--- config.mk ---
export PLATFORM = sky130hd
export DESIGN_NAME = cell_block_reader_flat
export DESIGN_NICKNAME = d
export VERILOG_FILES = /design/src/rtl/snake_pkg.sv /design/src/rtl/cell_block_reader_if.sv /design/src/rtl/cell_scan_counter.sv /design/src/rtl/cell_block_reader.sv /design/src/flat_wrapper.sv
export SDC_FILE = /design/constraint.sdc
export NUM_CORES = 1
export LEC_CHECK = 0
export BUFFER_PORTS_ARGS = -buffer_cell sky130_fd_sc_hd__buf_2
export CORE_ASPECT_RATIO = 0.7
export CORE_MARGIN = 2
export CORE_UTILIZATION = 50
export DETAILED_ROUTE_END_ITERATION = 10
export PLACE_DENSITY = 0.83
export SYNTH_ARGS = -nofsm -noshare
export SYNTH_HDL_FRONTEND = slang
export SYNTH_SLANG_ARGS = --single-unit
--- constraint.sdc ---
create_clock -name clk -period 4.5 [get_ports clk]
set_clock_uncertainty 0.05 [all_clocks]
set_input_delay 0.225 -clock clk [delete_from_list [all_inputs] [get_ports clk]]
set_output_delay 0.225 -clock clk [all_outputs]
set_load 0.1 [all_outputs]
--- src/rtl/snake_pkg.sv ---
// snake_pkg: screen geometry, colours, reader states and address helper shared by the snake blocks
package snake_pkg;
  localparam int SCREEN_W = 160;
  localparam int SCREEN_H = 120;
  localparam int CELL = 4;
  localparam int COLOR_W = 3;
  localparam int CIDX_W = $clog2(CELL);
  localparam int CNT_W = $clog2(CELL * CELL) + 1;
  localparam logic [COLOR_W-1:0] BLACK = 3'b000;
  localparam logic [COLOR_W-1:0] SNAKE = 3'b010;
  localparam logic [COLOR_W-1:0] FOOD = 3'b100;
  localparam logic [COLOR_W-1:0] WALL = 3'b111;
  typedef enum logic [1:0] {IDLE, READ, DRAIN, DONE} reader_state_t;
  // y*160 + x using shifts only
  function automatic logic [14:0] xy_to_addr(input logic [7:0] x, input logic [6:0] y);
    return {1'b0, y, 7'b0} + {3'b0, y, 5'b0} + {7'b0, x};
  endfunction
endpackage

--- src/rtl/cell_block_reader_if.sv ---
// cell_block_reader_if: request/result and framebuffer read bus of the block reader
interface cell_block_reader_if;
  import snake_pkg::*;
  logic go;
  logic [7:0] x_in;
  logic [6:0] y_in;
  logic [COLOR_W-1:0] target_color;
  logic [14:0] mem_addr;
  logic mem_ren;
  logic [COLOR_W-1:0] mem_rdata;
  logic busy;
  logic done;
  logic hit;
  logic [CNT_W-1:0] hit_count;
  modport master (output go, x_in, y_in, target_color, mem_rdata,
                  input mem_addr, mem_ren, busy, done, hit, hit_count);
  modport slave (input go, x_in, y_in, target_color, mem_rdata,
                 output mem_addr, mem_ren, busy, done, hit, hit_count);
endinterface

--- src/rtl/cell_scan_counter.sv ---
// cell_scan_counter: row-major-within-column block scan counter, exposing the next slot and a last flag
module cell_scan_counter #(
  parameter int CELL = 4,
  parameter int W = $clog2(CELL)
) (
  input  logic clk,
  input  logic reset_n,
  input  logic en,
  output logic [W-1:0] row_nxt,
  output logic [W-1:0] col_nxt,
  output logic last
);
  logic [W-1:0] row, col;
  always_comb begin
    row_nxt = row + W'(1);
    col_nxt = &row ? col + W'(1) : col;
    last = &{row, col};
  end
  always_ff @(posedge clk)
    if (!reset_n) begin
      row <= '0;
      col <= '0;
    end else if (en) begin
      row <= row_nxt;
      col <= col_nxt;
    end
endmodule

--- src/rtl/cell_block_reader.sv ---
// cell_block_reader: scans one CELLxCELL framebuffer block and counts pixels equal to a target colour
module cell_block_reader import snake_pkg::*; (
  input logic clk,
  input logic reset_n,
  cell_block_reader_if.slave bus
);
  reader_state_t state;
  logic [7:0] x_lat, px;
  logic [6:0] y_lat, py;
  logic [COLOR_W-1:0] tgt;
  logic [CIDX_W-1:0] row_nxt, col_nxt;
  logic last, vld, clip;
  logic [14:0] addr_nxt;
  cell_scan_counter #(.CELL(CELL)) u_cnt (
    .clk(clk), .reset_n(reset_n), .en(state == READ),
    .row_nxt(row_nxt), .col_nxt(col_nxt), .last(last)
  );
  // the address register runs one slot ahead of the counter, so slot 0 comes straight from the request
  always_comb begin
    px = state == IDLE ? bus.x_in : x_lat + 8'(col_nxt);
    py = state == IDLE ? bus.y_in : y_lat + 7'(row_nxt);
    clip = (px >= 8'(SCREEN_W)) || (py >= 7'(SCREEN_H));
    addr_nxt = clip ? '0 : xy_to_addr(px, py);
  end
  always_ff @(posedge clk)
    if (!reset_n) begin
      state <= IDLE;
      x_lat <= '0;
      y_lat <= '0;
      tgt <= '0;
      vld <= 1'b0;
      bus.mem_addr <= '0;
      bus.mem_ren <= 1'b0;
      bus.busy <= 1'b0;
      bus.done <= 1'b0;
      bus.hit <= 1'b0;
      bus.hit_count <= '0;
    end else begin
      vld <= bus.mem_ren;
      bus.done <= 1'b0;
      if (vld && bus.mem_rdata == tgt) begin
        bus.hit <= 1'b1;
        bus.hit_count <= bus.hit_count + CNT_W'(1);
      end
      case (state)
        IDLE: if (bus.go) begin
          x_lat <= bus.x_in;
          y_lat <= bus.y_in;
          tgt <= bus.target_color;
          bus.hit <= 1'b0;
          bus.hit_count <= '0;
          bus.busy <= 1'b1;
          bus.mem_addr <= addr_nxt;
          bus.mem_ren <= !clip;
          state <= READ;
        end
        READ: begin
          bus.mem_addr <= last ? '0 : addr_nxt;
          bus.mem_ren <= !last && !clip;
          state <= last ? DRAIN : READ;
        end
        DRAIN: begin
          bus.busy <= 1'b0;
          bus.done <= 1'b1;
          state <= DONE;
        end
        default: state <= IDLE;
      endcase
    end
endmodule

--- src/flat_wrapper.sv ---
// flat-port wrapper written by rule: the top's interface ports become plain ports
module cell_block_reader_flat import snake_pkg::*;
  (clk, reset_n, bus_go, bus_x_in, bus_y_in, bus_target_color, bus_mem_rdata, bus_mem_addr, bus_mem_ren, bus_busy, bus_done, bus_hit, bus_hit_count);
  cell_block_reader_if bus_i ();
  input logic clk;
  input logic reset_n;
  input wire logic [$bits(bus_i.go)-1:0] bus_go;
  input wire logic [$bits(bus_i.x_in)-1:0] bus_x_in;
  input wire logic [$bits(bus_i.y_in)-1:0] bus_y_in;
  input wire logic [$bits(bus_i.target_color)-1:0] bus_target_color;
  input wire logic [$bits(bus_i.mem_rdata)-1:0] bus_mem_rdata;
  output wire logic [$bits(bus_i.mem_addr)-1:0] bus_mem_addr;
  output wire logic [$bits(bus_i.mem_ren)-1:0] bus_mem_ren;
  output wire logic [$bits(bus_i.busy)-1:0] bus_busy;
  output wire logic [$bits(bus_i.done)-1:0] bus_done;
  output wire logic [$bits(bus_i.hit)-1:0] bus_hit;
  output wire logic [$bits(bus_i.hit_count)-1:0] bus_hit_count;
  assign bus_i.go = bus_go;
  assign bus_i.x_in = bus_x_in;
  assign bus_i.y_in = bus_y_in;
  assign bus_i.target_color = bus_target_color;
  assign bus_i.mem_rdata = bus_mem_rdata;
  assign bus_mem_addr = bus_i.mem_addr;
  assign bus_mem_ren = bus_i.mem_ren;
  assign bus_busy = bus_i.busy;
  assign bus_done = bus_i.done;
  assign bus_hit = bus_i.hit;
  assign bus_hit_count = bus_i.hit_count;
  cell_block_reader u_core (.clk(clk), .reset_n(reset_n), .bus(bus_i));
endmodule
==> impl_metrics.env, run 1 <==
export IMPL_intPower_w=0.0006984
export IMPL_worst_ir_drop_vdd_mv=0.1596
export IMPL_cts_path_max_buffers=2
export IMPL_grt_start_max_net_pins=29
export IMPL_portBuffers=47
export IMPL_antenna_found_initial=0
export IMPL_netlist_area_leader_share=0.3631
export IMPL_syn_area_per_cell_um2=8.312
export IMPL_wl_per_cell_um=13.78
export IMPL_die_x_um=91.85
export IMPL_setup_slack_ns=0.2014
export IMPL_slew_viol_final=0
export IMPL_areaGrowthSynthToFinish_pct=15.01
export IMPL_hp_class="in2reg"
export IMPL_grt_pass1_wl_um=9936
export IMPL_synth_distinct_cells=44
export IMPL_ioPinCount=48
export IMPL_die_area_um2=6016
export IMPL_grt_pass1_vias=2191
export IMPL_fmax_mhz=232.6
export IMPL_clock_latency_ns=0.31
export IMPL_fin_crit_ns=4.299
export IMPL_ys_seq_area_frac=0.3631
export IMPL_first_pass_iters=5
export IMPL_worstMarginPinSlew_ns=0.7663
export IMPL_rows=22
export IMPL_synth_seq_cells=49
export IMPL_wl_um=6062
export IMPL_place_congestion=0.8503
export IMPL_synth_net_count=373
export IMPL_cts_tree="yes"
export IMPL_drtIter0Drc=166
export IMPL_final_util=0.5940
export IMPL_cap_violations=0
export IMPL_synthArstFlopShare=0
export IMPL_netSwitchingFraction=0.4055
export IMPL_p_per_area_nw_per_um2=378.1
export IMPL_clk_pin_slew_ns=0.10
export IMPL_power_frac_comb=0.348
export IMPL_post_drt_via_cell_ratio=5.352
export IMPL_synth_edff_count=0
export IMPL_drc_errors=0
export IMPL_min_period_over_period=0.9552
export IMPL_core_area_um2=5230
export IMPL_cp_data_required_time_ns=4.66
export IMPL_pwr_share_seq=0.416
export IMPL_power_frac_clock=0.236
export IMPL_synth_area_leader_cell="dfxtp_1"
export IMPL_grtUsageTotal=0.2076
export IMPL_ctsHtreeMaxLevel=2
export IMPL_clockRootBuffer="clkbuf_8"
export IMPL_p_leak_nw=1.354
export IMPL_grt_ovfl_total=0
export IMPL_ys_flop_type="dfxtp_1"
export IMPL_cp_max_fo=6
export IMPL_netlist_area_um2=2701
export IMPL_cts_buffers=5
export IMPL_crit_type="reg2reg"
export IMPL_grt_setup_unrepaired="false"
export IMPL_cts_sink_count=49
export IMPL_finalSetupViolCount=0
export IMPL_yosysWarnings=0
export IMPL_start_kind="flop"
export IMPL_hpwl_um=4533
export IMPL_start_util=0.5165
export IMPL_drive_gt1_frac=0.2011
export IMPL_ant_nets=0
export IMPL_synthTopCellsByArea="dfxtp_1 (36%), nand2_1 (9.6%), ha_1 (9.3%)"
export IMPL_slew_headroom=0.4879
export IMPL_vias=2355
export IMPL_cp_end_kind="flop"
export IMPL_final_setup_tns_ns=0
export IMPL_nets=415
export IMPL_status="complete, no violations"
export IMPL_n_antenna_cell=0
export IMPL_die_y_um=65.50
export IMPL_hold_violations=0
export IMPL_power_switching_w=0.0004763
export IMPL_worstPathArrival_ns=4.46
export IMPL_pre_cts_slack_ns=-0.09950
export IMPL_netlist_instances=325
==> placed cells by master (no fill, tap or decap), types with 2 or more instances in the layout <==
cell type    n
a21oi_1     26
o21ai_0      8
nor2_1      29
inv_1       12
mux2_2       2
dfxtp_1     46
and3_1       3
clkbuf_8     5
o31ai_1     12
nand2_1     69
buf_2       47
nand3_1      5
ha_1        19
a31oi_1      4
or2_2        2
fa_1         4
xor2_1       6
xnor2_1     13
nor3_1       3
clkinvlp_4   2
a211oi_1     3
nand4_1      3
buf_4        2
o41ai_1      5
a21o_1       3
o21bai_1     3
dfxtp_2      3
a31o_2       2
mux2i_1      5
and2_1       3
==> routing by layer <==
layer  GRT usage  wire [µm]  up-vias  share of wire
li1            -          -     1206              -
met1      0.2999       3044     1066           0.50
met2      0.3051       2528       69           0.42
met3     0.04128        366       14          0.060
met4     0.08209        123        0          0.020
met5           0          0        -              0
==> worst paths after layout <==
kind / startpoint / to / slack (ns) / depth (start not counted)
max reg2reg: u_core.u_cnt.col[0] / u_core.bus.mem_addr[12] / 0.20 / 14
min reg2reg: u_core.bus.mem_addr[8] / u_core.bus.mem_addr[8] / 0.40 / 2
min: bus_target_color[1] / u_core.tgt[1] / 0.09 / 3
max: u_core.u_cnt.col[0] / u_core.bus.mem_addr[12] / 0.20 / 14
==> through the flow <==
step	total power, W	hold slack [ns]	area [µm²]	cells
floorplan	0.0008198	0.2888	2701	325
global placement	0.0008881	0.3819	2980	432
detailed placement	0.0008951	0.3836	2980	432
CTS	0.001171	0.09436	3082	440
global route	0.001241	0.08576	3107	440
finish	0.001175	0.09251	3107	440
==> area by class of cell <==
class | instances | area, µm²
clock buffers | 5 | 68.82
clock inverters | 3 | 26.28
fillers | 496 | 2123
inverters | 12 | 45.04
multi-input cells | 250 | 1642
flip-flops and latches | 49 | 984.7
well taps | 72 | 90.09
repair buffers | 49 | 250.2
==> power by group through the flow <==
stage	combinational, W	clock [W]	sequential, W
6_report	0.000409	0.000277	0.000489
5_1_grt	0.000443	0.000305	0.000494
4_1_cts	0.000402	0.000281	0.000488
3_5_place_dp	0.000398	0	0.000498
3_3_place_gp	0.000392	0	0.000496
2_1_floorplan	0.000185	0	0.000635
==> logic make-up (layout without fill, tap and decap cells) <==
family                   after synthesis  after routing  share of synthesized area
AO/OA/AOI/OAI                         75             75                     0.1867
buffers and inverters                 26             69                    0.03937
XOR/XNOR                              19             19                    0.06160
multiplexers                           7              7                    0.02686
flip-flops                            49             49                     0.3631
adder cells (fa/ha/maj)               24             24                     0.1223
AND/OR/NAND/NOR                      125            125                     0.2001
==> state kept, by name (all words and copies together) (netlist names) <==
name and flops:
u_core.bus.mem_addr 15, u_core.bus.busy 1, u_core.bus.mem_ren 1, u_core.u_cnt.col 2
u_core.bus.hit_count 5, u_core.bus.done 1, u_core.tgt 3, u_core.bus.hit 1
u_core.u_cnt.row 2, u_core.x_lat 8, u_core.state 2, u_core.y_lat 7
u_core.vld 1
==> worst max-delay path, cell delays in order (launching register included) <==
cell and delay, ns:
dfxtp_2 0.35, ha_1 0.28, mux2_2 0.31, ha_1 0.31, a21oi_2 0.09, or4_1 0.52, a31o_2 0.29, fa_1 0.49
inv_1 0.07, fa_1 0.46, a21o_1 0.23, a21oi_4 0.15, o21ai_0 0.12, and3_1 0.19, o41ai_1 0.28
==> synth_stat cells, types with 4 or more instances <==
cell      count
a21oi_1      28
a31oi_1       4
clkbuf_1     10
dfxtp_1      49
fa_1          4
ha_1         20
inv_1        12
mux2i_1       5
nand2_1      69
nand3_1       5
nor2_1       29
o21ai_0       8
o31ai_1      12
o41ai_1       5
xnor2_1      13
xor2_1        6
==> timing repair <==
| action | 4_1_cts | 5_1_grt |
|---|---|---|
| gates cloned | 0 | 0 |
| setup buffers | 0 | 0 |
| endpoints found under the setup margin | 1 | 2 |
| gates resized for setup | 2 | 6 |
| pin swaps | 0 | 1 |
| hold buffers | 0 | 0 |
(Power assumes the default switching activity.)
==> run 2, diff against run 1 <==
--- a/config.mk
+++ b/config.mk
@@ -6,7 +6,8 @@
 export NUM_CORES = 1
 export LEC_CHECK = 0
 export BUFFER_PORTS_ARGS = -buffer_cell sky130_fd_sc_hd__buf_2
-export CORE_ASPECT_RATIO = 0.7
+export CAP_MARGIN = 15
+export CORE_ASPECT_RATIO = 2
 export CORE_MARGIN = 2
 export CORE_UTILIZATION = 50
 export DETAILED_ROUTE_END_ITERATION = 10
==> impl_metrics.env, run 2 (synthesis gave the netlist of run 1 again) <==
export IMPL_worstPathArrival_ns=4.45
export IMPL_fmax_mhz=232.6
export IMPL_min_period_over_period=0.9554
export IMPL_reg_largest_list="u_core.bus.mem_addr (15), u_core.x_lat (8), u_core.y_lat (7)"
export IMPL_finalSetupViolCount=0
export IMPL_final_common_cell="nand2_1"
export IMPL_final_util=0.5903
export IMPL_grt_pass1_wl_um=9977
export IMPL_post_drt_via_cell_ratio=5.685
export IMPL_p_per_area_nw_per_um2=371.5
export IMPL_ioPinCount=48
export IMPL_fin_crit_ns=4.299
export IMPL_core_area_um2=5185
export IMPL_place_congestion=0.8234
export IMPL_clk_pin_slew_ns=0.08
export IMPL_areaGrowthSynthToFinish_pct=13.29
export IMPL_worstReg2RegStart="u_core.u_cnt.row[0]"
export IMPL_grt_start_max_net_pins=25
export IMPL_slew_viol_final=0
export IMPL_die_x_um=55.98
export IMPL_portBuffers=47
export IMPL_regMostFlops="u_core.bus.mem_addr"
export IMPL_clock_latency_ns=0.30
export IMPL_worst_ir_drop_vdd_mv=0.3577
export IMPL_mostFrequentLayoutCells="nand2_1 (69), dfxtp_1 (49), buf_2 (47), nor2_1 (29), a21oi_1 (27)"
export IMPL_cap_violations=0
export IMPL_power_total_w=0.001137
export IMPL_start_util=0.5210
export IMPL_hp_class="in2reg"
export IMPL_status="complete, no violations"
export IMPL_grt_pass1_vias=2292
export IMPL_cts_path_max_buffers=2
export IMPL_crit_type="reg2reg"
export IMPL_cp_end_kind="flop"
export IMPL_antenna_found_initial=0
export IMPL_fill_cells=488
export IMPL_drc_errors=0
export IMPL_reg2reg_slack_ns=0.20
export IMPL_slew_headroom=0.4791
export IMPL_ctsHtreeMaxLevel=2
export IMPL_clockRootBuffer="clkbuf_8"
export IMPL_ant_nets=0
export IMPL_ctsHoldBuffers=0
export IMPL_min_from="bus_target_color[2]"
export IMPL_hold_violations=0
export IMPL_final_setup_tns_ns=0
export IMPL_cp_data_required_time_ns=4.65
export IMPL_die_y_um=108.0
export IMPL_first_pass_iters=4
export IMPL_worstMarginPinSlew_ns=0.7794
export IMPL_cts_buffers=5
export IMPL_fin_area_um2=3060
export IMPL_cp_startpoint="u_core.u_cnt.row[0]"
export IMPL_n_antenna_cell=0
export IMPL_pre_cts_slack_ns=0.04045
export IMPL_cp_max_fo=6
export IMPL_largest_reg_flops=15
export IMPL_start_kind="flop"
export IMPL_placed_area_um2=2970
export IMPL_hpwl_um=4822
export IMPL_grtUsageTotal=0.2089
export IMPL_wl_um=6227
export IMPL_setup_slack_ns=0.2009
export IMPL_vias=2416
export IMPL_rows=37
export IMPL_grt_ovfl_total=0
export IMPL_cts_tree="yes"
export IMPL_cts_sink_count=49
export IMPL_die_area_um2=6043
export IMPL_drive_gt1_frac=0.1880
export IMPL_drtIter0Drc=51
export IMPL_p_leak_nw=1.351
export IMPL_nets=416
export IMPL_wl_per_cell_um=14.65
[run 2: cell types whose count changed in the layout (fill, tap and decap cells not counted), sizes merged]
cell / delta
buf: +1
clkinv: +1
clkinvlp: -2
inv: -1
[run 2: report_power, final]
group          internal [W]  total (W)  leakage, nW  switching [W]
Sequential         0.000466   0.000488        0.401      0.0000229
Clock              0.000103   0.000240       0.0399       0.000137
Combinational      0.000118   0.000409        0.911       0.000291
[run 2: through the flow]
stage	hold WS, ns	instances
floorplan	0.2888	325
global placement	0.3791	419
detailed placement	0.3804	419
CTS	0.1066	425
global route	0.1134	425
finish	0.1132	425
[run 2: final timing paths]
kind              depth (start not counted)                 endpoint
hold / removal                            3            u_core.tgt[2]
setup reg to reg                         14  u_core.bus.mem_addr[12]
hold reg to reg                           2  u_core.bus.mem_addr[13]
setup / recovery                         14  u_core.bus.mem_addr[12]
[run 2: final cells by class]
class	instances	area [µm²]	area share
timing repair buffer	50	257.7	0.08422
clock inverter	1	5.005	0.001635
multi-input combinational	250	1630	0.5327
sequential	49	980.9	0.3205
clock buffer	5	68.82	0.02249
inverter	12	45.04	0.01472
tap	58	72.57	0.02371
[run 2: critical path, cell delays in order, from the launching register on]
cell     delay (ns)
dfxtp_1        0.42
ha_4           0.20
mux2_2         0.38
ha_1           0.28
a21oi_1        0.07
or4_1          0.51
a31o_2         0.29
fa_1           0.49
inv_1          0.07
fa_1           0.45
a21o_1         0.21
a21oi_2        0.19
o21ai_0        0.13
and3_1         0.18
o41ai_1        0.29
[run 2: what timing repair did]
item,CTS,global route
endpoints found under the setup margin,0,2
gates resized for setup,0,3
setup buffers,0,0
[run 2: metal layers]
layer / track usage / vias up / share of wire
met5: 0 / - / 0
met4: 0.1173 / 0 / 0.036
met3: 0.01914 / 16 / 0.027
met2: 0.4084 / 56 / 0.56
met1: 0.2077 / 1135 / 0.37
li1: - / 1209 / -
==> run 3, diff against run 2 <==
--- a/config.mk
+++ b/config.mk
@@ -5,13 +5,14 @@
 export SDC_FILE = /design/constraint.sdc
 export NUM_CORES = 1
 export LEC_CHECK = 0
+export ABC_AREA = 1
 export BUFFER_PORTS_ARGS = -buffer_cell sky130_fd_sc_hd__buf_2
 export CAP_MARGIN = 15
 export CORE_ASPECT_RATIO = 2
 export CORE_MARGIN = 2
-export CORE_UTILIZATION = 50
+export CORE_UTILIZATION = 51
 export DETAILED_ROUTE_END_ITERATION = 10
-export PLACE_DENSITY = 0.83
+export PLACE_DENSITY = 0.84
 export SYNTH_ARGS = -nofsm -noshare
 export SYNTH_HDL_FRONTEND = slang
 export SYNTH_SLANG_ARGS = --single-unit
==> impl_metrics.env, run 3 <==
export IMPL_crit_path_end="u_core.bus.mem_addr[12]"
export IMPL_finalSetupViolCount=0
export IMPL_n_antenna_cell=0
export IMPL_final_common_cell="nand2_1"
export IMPL_areaGrowthSynthToFinish_pct=13.25
export IMPL_p_leak_nw=1.691
export IMPL_die_x_um=57.83
export IMPL_worstRegToRegCells=22
export IMPL_synth_common_cells="nand2_1 (103), dfxtp_1 (49), inv_1 (43), nor2_1 (39), nand3_1 (30)"
export IMPL_min_period_over_period=0.8408
export IMPL_drive_gt1_frac=0.2053
export IMPL_nets=500
export IMPL_mostFrequentLayoutCells="nand2_1 (103), dfxtp_1 (49), buf_2 (47), inv_1 (43), nor2_1 (39)"
export IMPL_synth_area_leader_cell="dfxtp_1"
export IMPL_cp_data_required_time_ns=4.64
export IMPL_die_y_um=111.7
export IMPL_fin_area_um2=3347
export IMPL_wl_um=6633
export IMPL_ys_seq_area_frac=0.3319
export IMPL_synthTopCellsByArea="dfxtp_1 (33%), nand2_1 (13%), ha_1 (8.5%)"
export IMPL_cts_path_max_buffers=2
export IMPL_cp_end_kind="flop"
export IMPL_netlist_area_um2=2955
export IMPL_worstMarginPinSlew_ns=0.8596
export IMPL_netlist_instances=411
export IMPL_synthArstFlopShare=0
export IMPL_largest_reg_flops=15
export IMPL_post_drt_via_cell_ratio=5.288
export IMPL_cp_startpoint="u_core.u_cnt.row[0]"
export IMPL_cap_violations=0
export IMPL_r2r_end="u_core.bus.mem_addr[12]"
export IMPL_grt_met1_usage=0.2307
export IMPL_fin_crit_ns=3.784
export IMPL_drtIter0Drc=102
export IMPL_start_kind="flop"
export IMPL_synth_seq_cells=49
export IMPL_synth_most_common_cell="nand2_1"
export IMPL_cts_tree="yes"
export IMPL_clk_pin_slew_ns=0.07
export IMPL_slew_headroom=0.4248
export IMPL_rows=39
export IMPL_core_area_um2=5660
export IMPL_p_per_area_nw_per_um2=412.2
export IMPL_busiest_layer="met2"
export IMPL_synth_edff_count=0
export IMPL_use_met2=0.4000
export IMPL_die_area_um2=6456
export IMPL_antenna_found_initial=0
export IMPL_grtUsageTotal=0.2213
export IMPL_vias=2718
export IMPL_place_congestion=0.8627
export IMPL_first_pass_iters=4
export IMPL_grt_setup_unrepaired="false"
export IMPL_worstReg2RegStart="u_core.u_cnt.row[0]"
export IMPL_worst_ir_drop_vdd_mv=0.4028
export IMPL_worstPathArrival_ns=3.92
export IMPL_cts_sink_count=49
export IMPL_yosysWarnings=0
export IMPL_drc_errors=0
export IMPL_reg2reg_slack_ns=0.72
export IMPL_synth_net_count=459
export IMPL_slew_viol_final=0
export IMPL_hp_class="in2reg"
export IMPL_fill_cells=528
export IMPL_ant_nets=0
export IMPL_grt_start_max_net_pins=39
export IMPL_start_util=0.5221
export IMPL_post_cts_buffers=0
export IMPL_portBuffers=47
export IMPL_post_cts_resized=0
export IMPL_ctsHoldBuffers=0
export IMPL_clock_latency_ns=0.30
export IMPL_grt_pass1_wl_um=11180
export IMPL_netlist_area_leader_share=0.3319
export IMPL_reg_largest_list="u_core.bus.mem_addr (15), u_core.x_lat (8), u_core.y_lat (7)"
export IMPL_ioPinCount=48
export IMPL_status="complete, no violations"
export IMPL_final_setup_tns_ns=0
export IMPL_hpwl_um=5163
export IMPL_cts_buffers=5
export IMPL_grt_ovfl_total=0
export IMPL_fmax_mhz=264.3
export IMPL_ctsHtreeMaxLevel=2
export IMPL_grt_pass1_vias=2548
export IMPL_syn_area_per_cell_um2=7.191
export IMPL_met3_usage=0.03833
export IMPL_ys_flop_type="dfxtp_1"
export IMPL_cp_max_fo=5
export IMPL_regMostFlops="u_core.bus.mem_addr"
export IMPL_hold_violations=0
export IMPL_synth_distinct_cells=36
export IMPL_clockRootBuffer="clkbuf_16"
export IMPL_wl_per_cell_um=12.90
export IMPL_placed_area_um2=3197
export IMPL_crit_type="reg2reg"
## run 3: cell types whose count changed after synthesis, moves of 9 or more
cell     delta
nor2_1     +10
inv_1      +31
a21oi_1    -10
o21ai_0    +16
o31ai_1    -12
nand2_2     +9
nand3_1    +25
nand2_1    +34
nand3_2     +9
xnor2_1     -9
## run 3: cell type report
type | count | area [µm²] | share of cell area
clock buffer | 5 | 125.1 | 0.03738
tap | 61 | 76.32 | 0.02280
timing repair buffer | 47 | 235.2 | 0.07028
clock inverter | 3 | 25.02 | 0.007477
sequential | 49 | 980.9 | 0.2931
inverter | 50 | 192.7 | 0.05757
multi-input combinational | 299 | 1712 | 0.5114
## run 3: logic make-up (layout without fill, tap and decap cells)
group,after synthesis,after routing,share of synthesized area
AO/OA/AOI/OAI,50,50,0.09145
XOR/XNOR,8,8,0.02371
adder cells (fa/ha/maj),24,24,0.1118
buffers and inverters,63,105,0.08890
flip-flops,49,49,0.3319
AND/OR/NAND/NOR,217,217,0.3522
## run 3: per-layer routing
metal | vias to the layer above | wire, µm | share of wire
li1 | 1402 | - | -
met1 | 1243 | 2485 | 0.37
met2 | 60 | 3663 | 0.55
met3 | 13 | 270 | 0.041
met4 | 0 | 213 | 0.032
met5 | - | 0 | 0
## run 3: power breakdown
part | total [W] | internal [W] | leakage, nW | switching [W]
Sequential | 0.000498 | 0.000473 | 0.402 | 0.0000257
Combinational | 0.000496 | 0.000135 | 1.22 | 0.000362
Clock | 0.000385 | 0.000209 | 0.0704 | 0.000176
Total | 0.00138 | 0.000816 | 1.69 | 0.000563
## run 3: worst min-delay path by stage
stage	startpoint	endpoint	slack, ns	cells past startpoint
floorplan	bus_go	u_core.x_lat[6]	0.29	1
global placement	u_core.bus.mem_ren	u_core.vld	0.38	2
detailed placement	u_core.bus.mem_ren	u_core.vld	0.38	2
CTS	bus_x_in[4]	u_core.x_lat[4]	0.13	3
global route	bus_x_in[4]	u_core.x_lat[4]	0.14	3
finish	bus_y_in[4]	u_core.y_lat[4]	0.13	3
## run 3: per-stage QoR
stage	util	power, W	instances	worst slack, ns	hold slack [ns]
CTS	0.5913	0.001389	514	0.7049	0.1308
global route	0.5913	0.001457	514	0.3831	0.1369
detailed placement	0.5648	0.001004	506	0.7388	0.3796
floorplan	-	0.0009143	411	0.9894	0.2908
finish	0.5913	0.001380	514	0.7164	0.1312
global placement	0.5648	0.0009914	506	0.8238	0.3836
## run 3: worst max-delay path, cell delays in order (launching register included)
cell     delay, ns
dfxtp_1       0.32
ha_1          0.24
o21ai_0       0.42
ha_1          0.34
nand3_1       0.10
nand2_2       0.09
nand3_1       0.08
nand3_1       0.07
o21ai_1       0.18
inv_1         0.09
fa_1          0.48
inv_1         0.06
fa_1          0.45
nand3_1       0.10
nand2_1       0.08
nand2_1       0.06
nand2_1       0.05
nand2_1       0.05
nand2_1       0.07
xnor2_1       0.13
inv_1         0.06
nand3_2       0.06
nand2_1       0.06
